### src/rtl/pc_pkg.sv
// Shared constants and enums for the fetch PC generator.
package pc_pkg;

    localparam logic [31:0] RESET_PC_DEF = 32'h0000_3000;
    localparam logic [31:0] EXC_PC_DEF   = 32'h0000_4180;

    typedef enum logic [2:0] {
        SRC_SEQ,
        SRC_PEND,
        SRC_BR,
        SRC_JR,
        SRC_ERET,
        SRC_EXC
    } pc_src_e;

    typedef enum logic {
        IDLE,
        PEND
    } pend_state_e;

endpackage

### src/rtl/pc_sel.sv
// Fixed-priority next-PC source select: exc > eret > jr > br > pending > sequential.
module pc_sel
    import pc_pkg::*;
#(
    parameter int unsigned WIDTH  = 32,
    parameter logic [WIDTH-1:0] EXC_PC = EXC_PC_DEF[WIDTH-1:0]
) (
    input  logic             exc_valid,
    input  logic             eret_valid,
    input  logic             jr_valid,
    input  logic             br_valid,
    input  logic             pend_valid,
    input  logic [WIDTH-1:0] epc,
    input  logic [WIDTH-1:0] jr_target,
    input  logic [WIDTH-1:0] br_target,
    input  logic [WIDTH-1:0] pend_target,
    input  logic [WIDTH-1:0] pc_plus,
    output pc_src_e          src,
    output logic [WIDTH-1:0] target
);

    always_comb begin
        src    = SRC_SEQ;
        target = pc_plus;
        if (exc_valid) begin
            src    = SRC_EXC;
            target = EXC_PC;
        end else if (eret_valid) begin
            src    = SRC_ERET;
            target = epc;
        end else if (jr_valid) begin
            src    = SRC_JR;
            target = jr_target;
        end else if (br_valid) begin
            src    = SRC_BR;
            target = br_target;
        end else if (pend_valid) begin
            src    = SRC_PEND;
            target = pend_target;
        end
    end

endmodule

### src/rtl/pc_gen.sv
// Fetch PC register with stall and buffered redirect.
// Optional PC_ALIGN_CHK_EN adds a registered misalign output.
module pc_gen
    import pc_pkg::*;
#(
    parameter int unsigned      WIDTH    = 32,
    parameter logic [WIDTH-1:0] RESET_PC = RESET_PC_DEF[WIDTH-1:0],
    parameter logic [WIDTH-1:0] EXC_PC   = EXC_PC_DEF[WIDTH-1:0],
    parameter int unsigned      PC_STEP  = 4
) (
    input  logic             clk,
    input  logic             reset,
    input  logic             stall,
    input  logic             br_valid,
    input  logic [WIDTH-1:0] br_target,
    input  logic             jr_valid,
    input  logic [WIDTH-1:0] jr_target,
    input  logic             exc_valid,
    input  logic             eret_valid,
    input  logic [WIDTH-1:0] epc,
    output logic [WIDTH-1:0] pc,
    output logic [WIDTH-1:0] pc_plus,
`ifdef PC_ALIGN_CHK_EN
    output logic             misalign,
`endif
    output logic             pend_valid
);

    pend_state_e      state_q, state_d;
    logic [WIDTH-1:0] pc_q, pc_d;
    logic [WIDTH-1:0] pend_tgt_q, pend_tgt_d;
    pc_src_e          src;
    logic [WIDTH-1:0] sel_target;

    assign pc         = pc_q;
    assign pc_plus    = pc_q + WIDTH'(PC_STEP);
    assign pend_valid = (state_q == PEND);

    pc_sel #(
        .WIDTH  (WIDTH),
        .EXC_PC (EXC_PC)
    ) u_pc_sel (
        .exc_valid   (exc_valid),
        .eret_valid  (eret_valid),
        .jr_valid    (jr_valid),
        .br_valid    (br_valid),
        .pend_valid  (pend_valid),
        .epc         (epc),
        .jr_target   (jr_target),
        .br_target   (br_target),
        .pend_target (pend_tgt_q),
        .pc_plus     (pc_plus),
        .src         (src),
        .target      (sel_target)
    );

    always_comb begin
        state_d    = state_q;
        pc_d       = pc_q;
        pend_tgt_d = pend_tgt_q;
        if (src == SRC_EXC || src == SRC_ERET) begin
            // Flush wins over stall and drops any buffered redirect.
            pc_d    = sel_target;
            state_d = IDLE;
        end else if (stall) begin
            if (src == SRC_JR || src == SRC_BR) begin
                pend_tgt_d = sel_target;
                state_d    = PEND;
            end
        end else begin
            pc_d    = sel_target;
            state_d = IDLE;
        end
    end

    always_ff @(posedge clk) begin
        if (reset) begin
            state_q    <= IDLE;
            pc_q       <= RESET_PC;
            pend_tgt_q <= '0;
        end else begin
            state_q    <= state_d;
            pc_q       <= pc_d;
            pend_tgt_q <= pend_tgt_d;
        end
    end

`ifdef PC_ALIGN_CHK_EN
    logic misalign_q;

    always_ff @(posedge clk) begin
        if (reset) begin
            misalign_q <= |RESET_PC[1:0];
        end else begin
            misalign_q <= |pc_d[1:0];
        end
    end

    assign misalign = misalign_q;
`endif

endmodule

### config.mk
export PLATFORM = sky130hd
export DESIGN_NAME = pc_gen
export DESIGN_NICKNAME = d
export VERILOG_FILES = /design/src/rtl/pc_pkg.sv /design/src/rtl/pc_sel.sv /design/src/rtl/pc_gen.sv
export SDC_FILE = /design/constraint.sdc
export NUM_CORES = 1
export LEC_CHECK = 0
export ABC_AREA = 1
export CAP_MARGIN = 20
export CORE_MARGIN = 8
export CORE_UTILIZATION = 47
export CTS_BUF_LIST = sky130_fd_sc_hd__clkbuf_2 sky130_fd_sc_hd__clkbuf_4 sky130_fd_sc_hd__clkbuf_8
export CTS_CLUSTER_SIZE = 20
export DETAILED_ROUTE_END_ITERATION = 16
export PLACE_DENSITY = 0.85
export SYNTH_ARGS = -nofsm -noshare
export SYNTH_HDL_FRONTEND = slang
export SYNTH_SLANG_ARGS = --single-unit
export TNS_END_PERCENT = 100
### constraint.sdc
create_clock -name clk -period 1.95 [get_ports clk]
set_clock_uncertainty 0.05 [all_clocks]
set_input_delay 0.195 -clock clk [delete_from_list [all_inputs] [get_ports clk]]
set_output_delay 0.195 -clock clk [all_outputs]
set_load 0.05 [all_outputs]
After elaboration in Yosys (flattened, before gate mapping)
Cells that the tools add are included.
{ "totals": {"wordCells": 27, "output_inout_bits": 65, "input_bits": 103, "ff_bits": 65} }
{ "classes": {"muxes": 12, "eq_ne": 5, "bitwise_logic": 2, "add_sub_neg": 1, "n_reduce_logical": 4} }
{ "ops": {"columns": ["op", "count"], "rows": [
  ["$mux W32", 7],
  ["$add A32 B3 Y32 const B", 1],
  ["$mux W3", 4],
  ["$eq A3 B2 Y1 const B", 2],
  ["$eq A3 B3 Y1 const B", 2],
  ["$reduce_and A3 Y1", 1],
  ["$reduce_or A3 Y1", 1],
  ["$logic_or A1 B1 Y1", 2],
  ["$ne A2 B1 Y1 const B", 1],
  ["$not A1 Y1", 2],
  ["$mux W1", 1]
]} }

Longest topological paths before layout
{ "logic_depth": {"word_depth": 9, "ltp_mapped": 13, "mapped_depth_nobuf": 13} }

By module
Synthesis repeated with hierarchy kept, for this count alone.
{ "hier_totals": {"cells_unflattened": 895, "area_unflattened_um2": 4982.3} }
{ "by_module_without_submodules": {"columns": ["module", "area_per_inst_um2", "n_inst", "cells_per_inst", "seq_area_each_um2"], "rows": [
  ["pc_gen", 3184.3, 1, 466, 1301.2],
  ["pc_sel", 1798.0, 1, 429, 0.0]
]} }

Least setup slack after synthesis
OpenSTA, ideal clock, no wires.
{ "synth_path": {"kind": "register -> register", "start": "register pc_q[3], in the netlist pc[3]", "end": "register pc_q[8], in the netlist pc[8]", "synth_period_minus_slack_ps": 2732, "arrival_time_ps": 2625, "slack_ps": -782, "required_time_ps": 1843, "stages_incl_launch_ff": 12, "path_buffers": 0, "setup_ps": 57, "path_cell_list": "dfxtp_1 > ha_1 > inv_1 > nor2_4 > nand2_4 > xnor2_1 > o21ai_0 > nand2_1 > nand2_1 > nand3_1 > nand3_1 > inv_1"} }
{ "synth_via": {"elab_chain_cells": 8} }
{ "synth_rtl": {"columns": ["item", "line", "rtl"], "rows": [
  ["from (decl)", "pc_gen.sv:30", "logic [WIDTH-1:0] pc_q, pc_d;"],
  ["from (signal assigned)", "pc_gen.sv:83", "pc_q <= pc_d;"],
  ["$add A32 B3 Y32 (*)", "pc_gen.sv:36", "assign pc_plus = pc_q + WIDTH'(PC_STEP);"],
  ["named net pc_plus[8]", "pc_gen.sv:22", "output logic [WIDTH-1:0] pc_plus,"],
  ["$mux W32 (*)", "pc_sel.sv:37", "end else if (pend_valid) begin"],
  ["$mux W32 (*)", "pc_sel.sv:34", "end else if (br_valid) begin"],
  ["$mux W32 (*)", "pc_sel.sv:31", "end else if (jr_valid) begin"],
  ["$mux W32 (*)", "pc_sel.sv:28", "end else if (eret_valid) begin"],
  ["$mux W32 (*)", "pc_sel.sv:25", "if (exc_valid) begin"],
  ["$mux W32", "pc_gen.sv:65", "end else if (stall) begin"],
  ["$mux W32 (*)", "pc_gen.sv:61", "if (src == SRC_EXC || src == SRC_ERET) begin"]
]} }
The timed path passes the listed nets; every way through them passes the cells marked *. The select of a mux whose other input is x is not followed.
A chain may end at the register's enable or synchronous reset.

Worst setup path in the final report
{ "layout_path": {"start": "register pc_q[2], in the netlist pc[2]", "end": "output port pc_plus[30]"} }
{ "layout_via": {"elab_chain_cells": 1} }
{ "layout_rtl": {"columns": ["item", "line"], "rows": [
  ["$add A32 B3 Y32", "pc_gen.sv:36"],
  ["to (decl)", "pc_gen.sv:22"]
]} }
No other way between the ends.

==> flow_results.org <==
** Drt
- In the final routed layout, each cell accounts on average for 19.30 µm.
- The first detailed-routing pass took 8 iterations.
- For this run, design rule violations remaining after detail routing come to 0.
- The first routing iteration left 700 violations.
- Via total after detailed routing :: 6425
- The detail route stage leaves a number of antenna-violating nets equal to 0.
- The routed design has 21500 µm of wire.
- After detailed routing, the number of vias per cell comes to 5.768.

** Logic synthesis
- Of the post-synthesis cell area, the dominant cell type holds 0.2792.
- Of the total synthesized cell area, the portion taken by AND, OR, NAND and NOR gates is 0.3697.
- Synthesis inferred 65 register bits.
- Number of enable flip-flop cells after synthesis :: 0
- Mean area per synthesized cell :: 5.915 µm²
- The number of nets handed over by synthesis was 892.
- Ranking of synthesized cells by instance count :: 227 x sky130_fd_sc_hd__nand2_1, 100 x sky130_fd_sc_hd__a21oi_1, 75 x sky130_fd_sc_hd__nor2_1
- Ys Warns :: 0
- Dominant cell by count in the synthesized netlist :: sky130_fd_sc_hd__nand2_1
- The synthesized netlist occupies a cell area of 4661 µm².
- Portion of netlist area occupied by mux cells :: 0
- Among all flip-flop cells after synthesis, the most frequent one is sky130_fd_sc_hd__dfxtp_1.
- Of the total synthesized cell area, the portion taken by XOR and XNOR cells is 0.01691.
- Of the total synthesized cell area, the portion taken by full adders, half adders and majority gates is 0.002685.
- Synthesis handed over a netlist of 788 instances.
- Top cells by area, synth :: sky130_fd_sc_hd__dfxtp_1 28%, sky130_fd_sc_hd__nand2_1 18%, sky130_fd_sc_hd__a21oi_1 11%
- Most area-hungry cell type in the Yosys netlist :: sky130_fd_sc_hd__dfxtp_1
- Of all flip-flops after synthesis, the portion carrying an async set or reset was 0.
- Number of library cell types mapped by synthesis :: 31
- The share of the Yosys chip area taken by registers is 0.2792.
- After synthesis, the largest family of logic cells by area is simple AND/OR/NAND/NOR gates.
- Complex-gate fraction of the synthesized area :: 0.2346

** Floorplanning
- Row generation in the floorplan step produced 36 rows.
- Floorplan die width :: 115.6 µm
- Floorplan die area :: 13360 µm²
- Measured along the y axis, the die boundary spans 115.6 µm.
- For this configuration, the core starts out at a cell density of 0.4813.
- The total area inside the core boundary comes to 9684 µm².
- Total I/O pin count :: 168

** Setup path
- STA classifies the critical path startpoint as a flip-flop.
- CP Capture Type :: primary output
- In this run the worst setup path begins at pc[2]$_SDFFE_PP0P_.
- At the worst endpoint, the arrival time is 1950 ps.
- Data required time at the worst endpoint :: 1700 ps
- Maximum fanout count along the critical path :: 3
- The worst register-to-register path begins at pc[2]$_SDFFE_PP0P_.
- Crit path kind :: flip-flop to primary output

** Final layout
- In the final layout, the multi-input gates occupy 3339 µm².
- In the final layout, flip-flops and latches occupy 1380 µm².
- Final-layout fill cell count :: 594
- From synthesis to final layout, the design area changed by 67.03%.
- After the flow finishes, the layout carries non-filler instances totaling 1114.
- Nets :: 1080
- 0 antenna diodes ended up in the layout.
- Of the cells placed in the final design, the portion with a size suffix greater than 1 is 0.2630.

** Power
- For this design the ratio of total power to cell area is 569.7 nW/µm².
- Across the VDD grid, the largest voltage drop is 0.4452 mV.
- Static leakage :: 3.355 nW
- The completed layout was analyzed and its total power is 4.435 mW.

** STA
- For the pin with the worst max-slew slack, the measured transition is 593.1 ps.
- After layout, the minimum clock period comes to 2195 ps.
- In the post-route analysis, the smallest setup slack over all paths is -245.1 ps.
- Hold Vio Cnt, Final :: 0
- Setup repair after global routing could not meet its margin everywhere.
- In this run the tightest slew margin relative to its limit is 0.6033.
- Max frequency :: 455.6 MHz
- Dividing the final minimum period by the clock period gives 1.126.
- Finish-stage setup viols :: 25
- Pins over their slew limit :: 0

** Global routing
- The via count of the first global-routing pass is 6073.
- Entering global routing, the biggest net connects 36 pins.
- The first global-routing pass estimated 30030 µm of wire.
- In the global route stage, overall resource usage came out at 0.2825.
- The initial antenna violation count came to 0.
- GRT overflow :: 0

** Place
- Port buffering added 167 buffers.
- After detailed placement, the design holds a cell count of 1073.
- HPWL reported at the end of detailed placement :: 13740 µm
- Final weighted congestion in routability-driven placement :: 0.9484

** Worst hold path
- HP Start :: jr_valid
- Class of the tightest hold or removal check :: primary input to flip-flop

** Clock tree
- At the later pin of the worst-skew pair, clock insertion delay measures 360 ps.
- Clock-pin slew was measured on the worst setup and hold paths at 80 ps.
- The number of hold buffers added after CTS was 0.
- The tree built by TritonCTS fans out to 65 sinks.
- The tree is rooted in a sky130_fd_sc_hd__clkbuf_8.
- Counting along the longest clock path gives a buffer depth of 2.
- TritonCTS built the clock tree.
- Buffers inserted during clock tree synthesis total 9.
- CTS H-Tree Depth :: 3

** Outcome
- The checks that failed: negative setup slack.
- Status :: complete, but fails checks

** Run
- The tool flagged a number of max-cap violations equal to 0.
==> stage by stage <==
stage	util	area, µm²	setup WS [ps]	setup TNS, ps	hold WS (ps)
after floorplan	-	4775	4.856	0	289.9
after global placement	0.7152	6927	137.0	0	426.7
after detailed placement	0.7152	6927	86.19	0	435.6
after CTS	0.7683	7441	-101.1	-579.3	219.4
after global routing	0.8039	7785	-334.2	-4100	249.1
final	0.8039	7785	-245.1	-2148	230.5
==> area by class of cell <==
class                   count  area share
inverters                  70     0.03423
clock inverters             6     0.01463
multi-input cells         608      0.4290
well taps                 133     0.02138
repair buffers            222      0.3058
flip-flops and latches     65      0.1773
clock buffers              10     0.01768
==> registers in the layout (all words and copies together), names as in the netlist <==
register,cells
pend_valid,1
pend_tgt_q,32
pc,32
==> cell families after synthesis <==
group / Yosys count
simple gates: 398
compound gates: 200
buf+inv: 115
flops: 65
xor+xnor: 9
fa+ha+maj: 1
==> final timing paths <==
check	to	slack (ps)	cells past startpoint
min	pend_valid$_SDFFE_PP0P_	230	3
max	pc_plus[30]	-250	8
max reg2reg	pend_tgt_q[12]$_SDFFE_PP0P_	-20	12
min reg2reg	pc[23]$_SDFFE_PP0P_	450	2
==> worst max-delay path: stages, from the launching register on <==
cell	delay [ps]
sky130_fd_sc_hd__dfxtp_4	390
sky130_fd_sc_hd__ha_4	140
sky130_fd_sc_hd__buf_4	110
sky130_fd_sc_hd__nand3_1	260
sky130_fd_sc_hd__nor2_2	240
sky130_fd_sc_hd__nand2_1	90
sky130_fd_sc_hd__nand2_1	90
sky130_fd_sc_hd__and2_4	160
sky130_fd_sc_hd__buf_12	130
==> layout by cell type, fill, tap and decap left out, drive strengths merged, types with 3 or more instances in the layout <==
master / Yosys / final
a21oi: 104 / 104
dfxtp: 65 / 65
clkbuf: 33 / 10
and2: 13 / 13
nor2: 96 / 96
clkdlybuf4s50: 0 / 128
o21bai: 7 / 7
inv: 70 / 70
xor2: 6 / 6
buf: 12 / 89
a21o: 3 / 3
dlymetal6s2s: 0 / 5
nand2: 240 / 240
bufinv: 0 / 3
o211ai: 11 / 11
nand3: 46 / 46
xnor2: 3 / 3
o21ai: 71 / 71
==> report_power, final <==
part / switching (mW) / internal (mW) / total (mW) / leakage [nW]
clock: 0.596 / 0.890 / 1.49 / 0.127
sequential: 0.0917 / 1.39 / 1.49 / 0.547
combinational: 0.831 / 0.633 / 1.46 / 2.68
total: 1.52 / 2.92 / 4.43 / 3.36
==> per-layer routing <==
| layer | vias up | part of all wire | global-route usage |
|---|---|---|---|
| li1 | 2917 | - | - |
| met1 | 2915 | 0.36 | 0.3242 |
| met2 | 483 | 0.48 | 0.4818 |
| met3 | 110 | 0.11 | 0.06826 |
| met4 | 0 | 0.049 | 0.1375 |
| met5 | - | 0 | 0 |
==> what timing repair did <==
action / CTS / global route
endpoints found under the hold margin: 0 / 0
pin swaps: 17 / 30
gates resized for setup: 60 / 71
buffers inserted: 11 / 14
setup endpoints to repair: 23 / 30
Note: power is estimated with default switching activity, not from simulation.
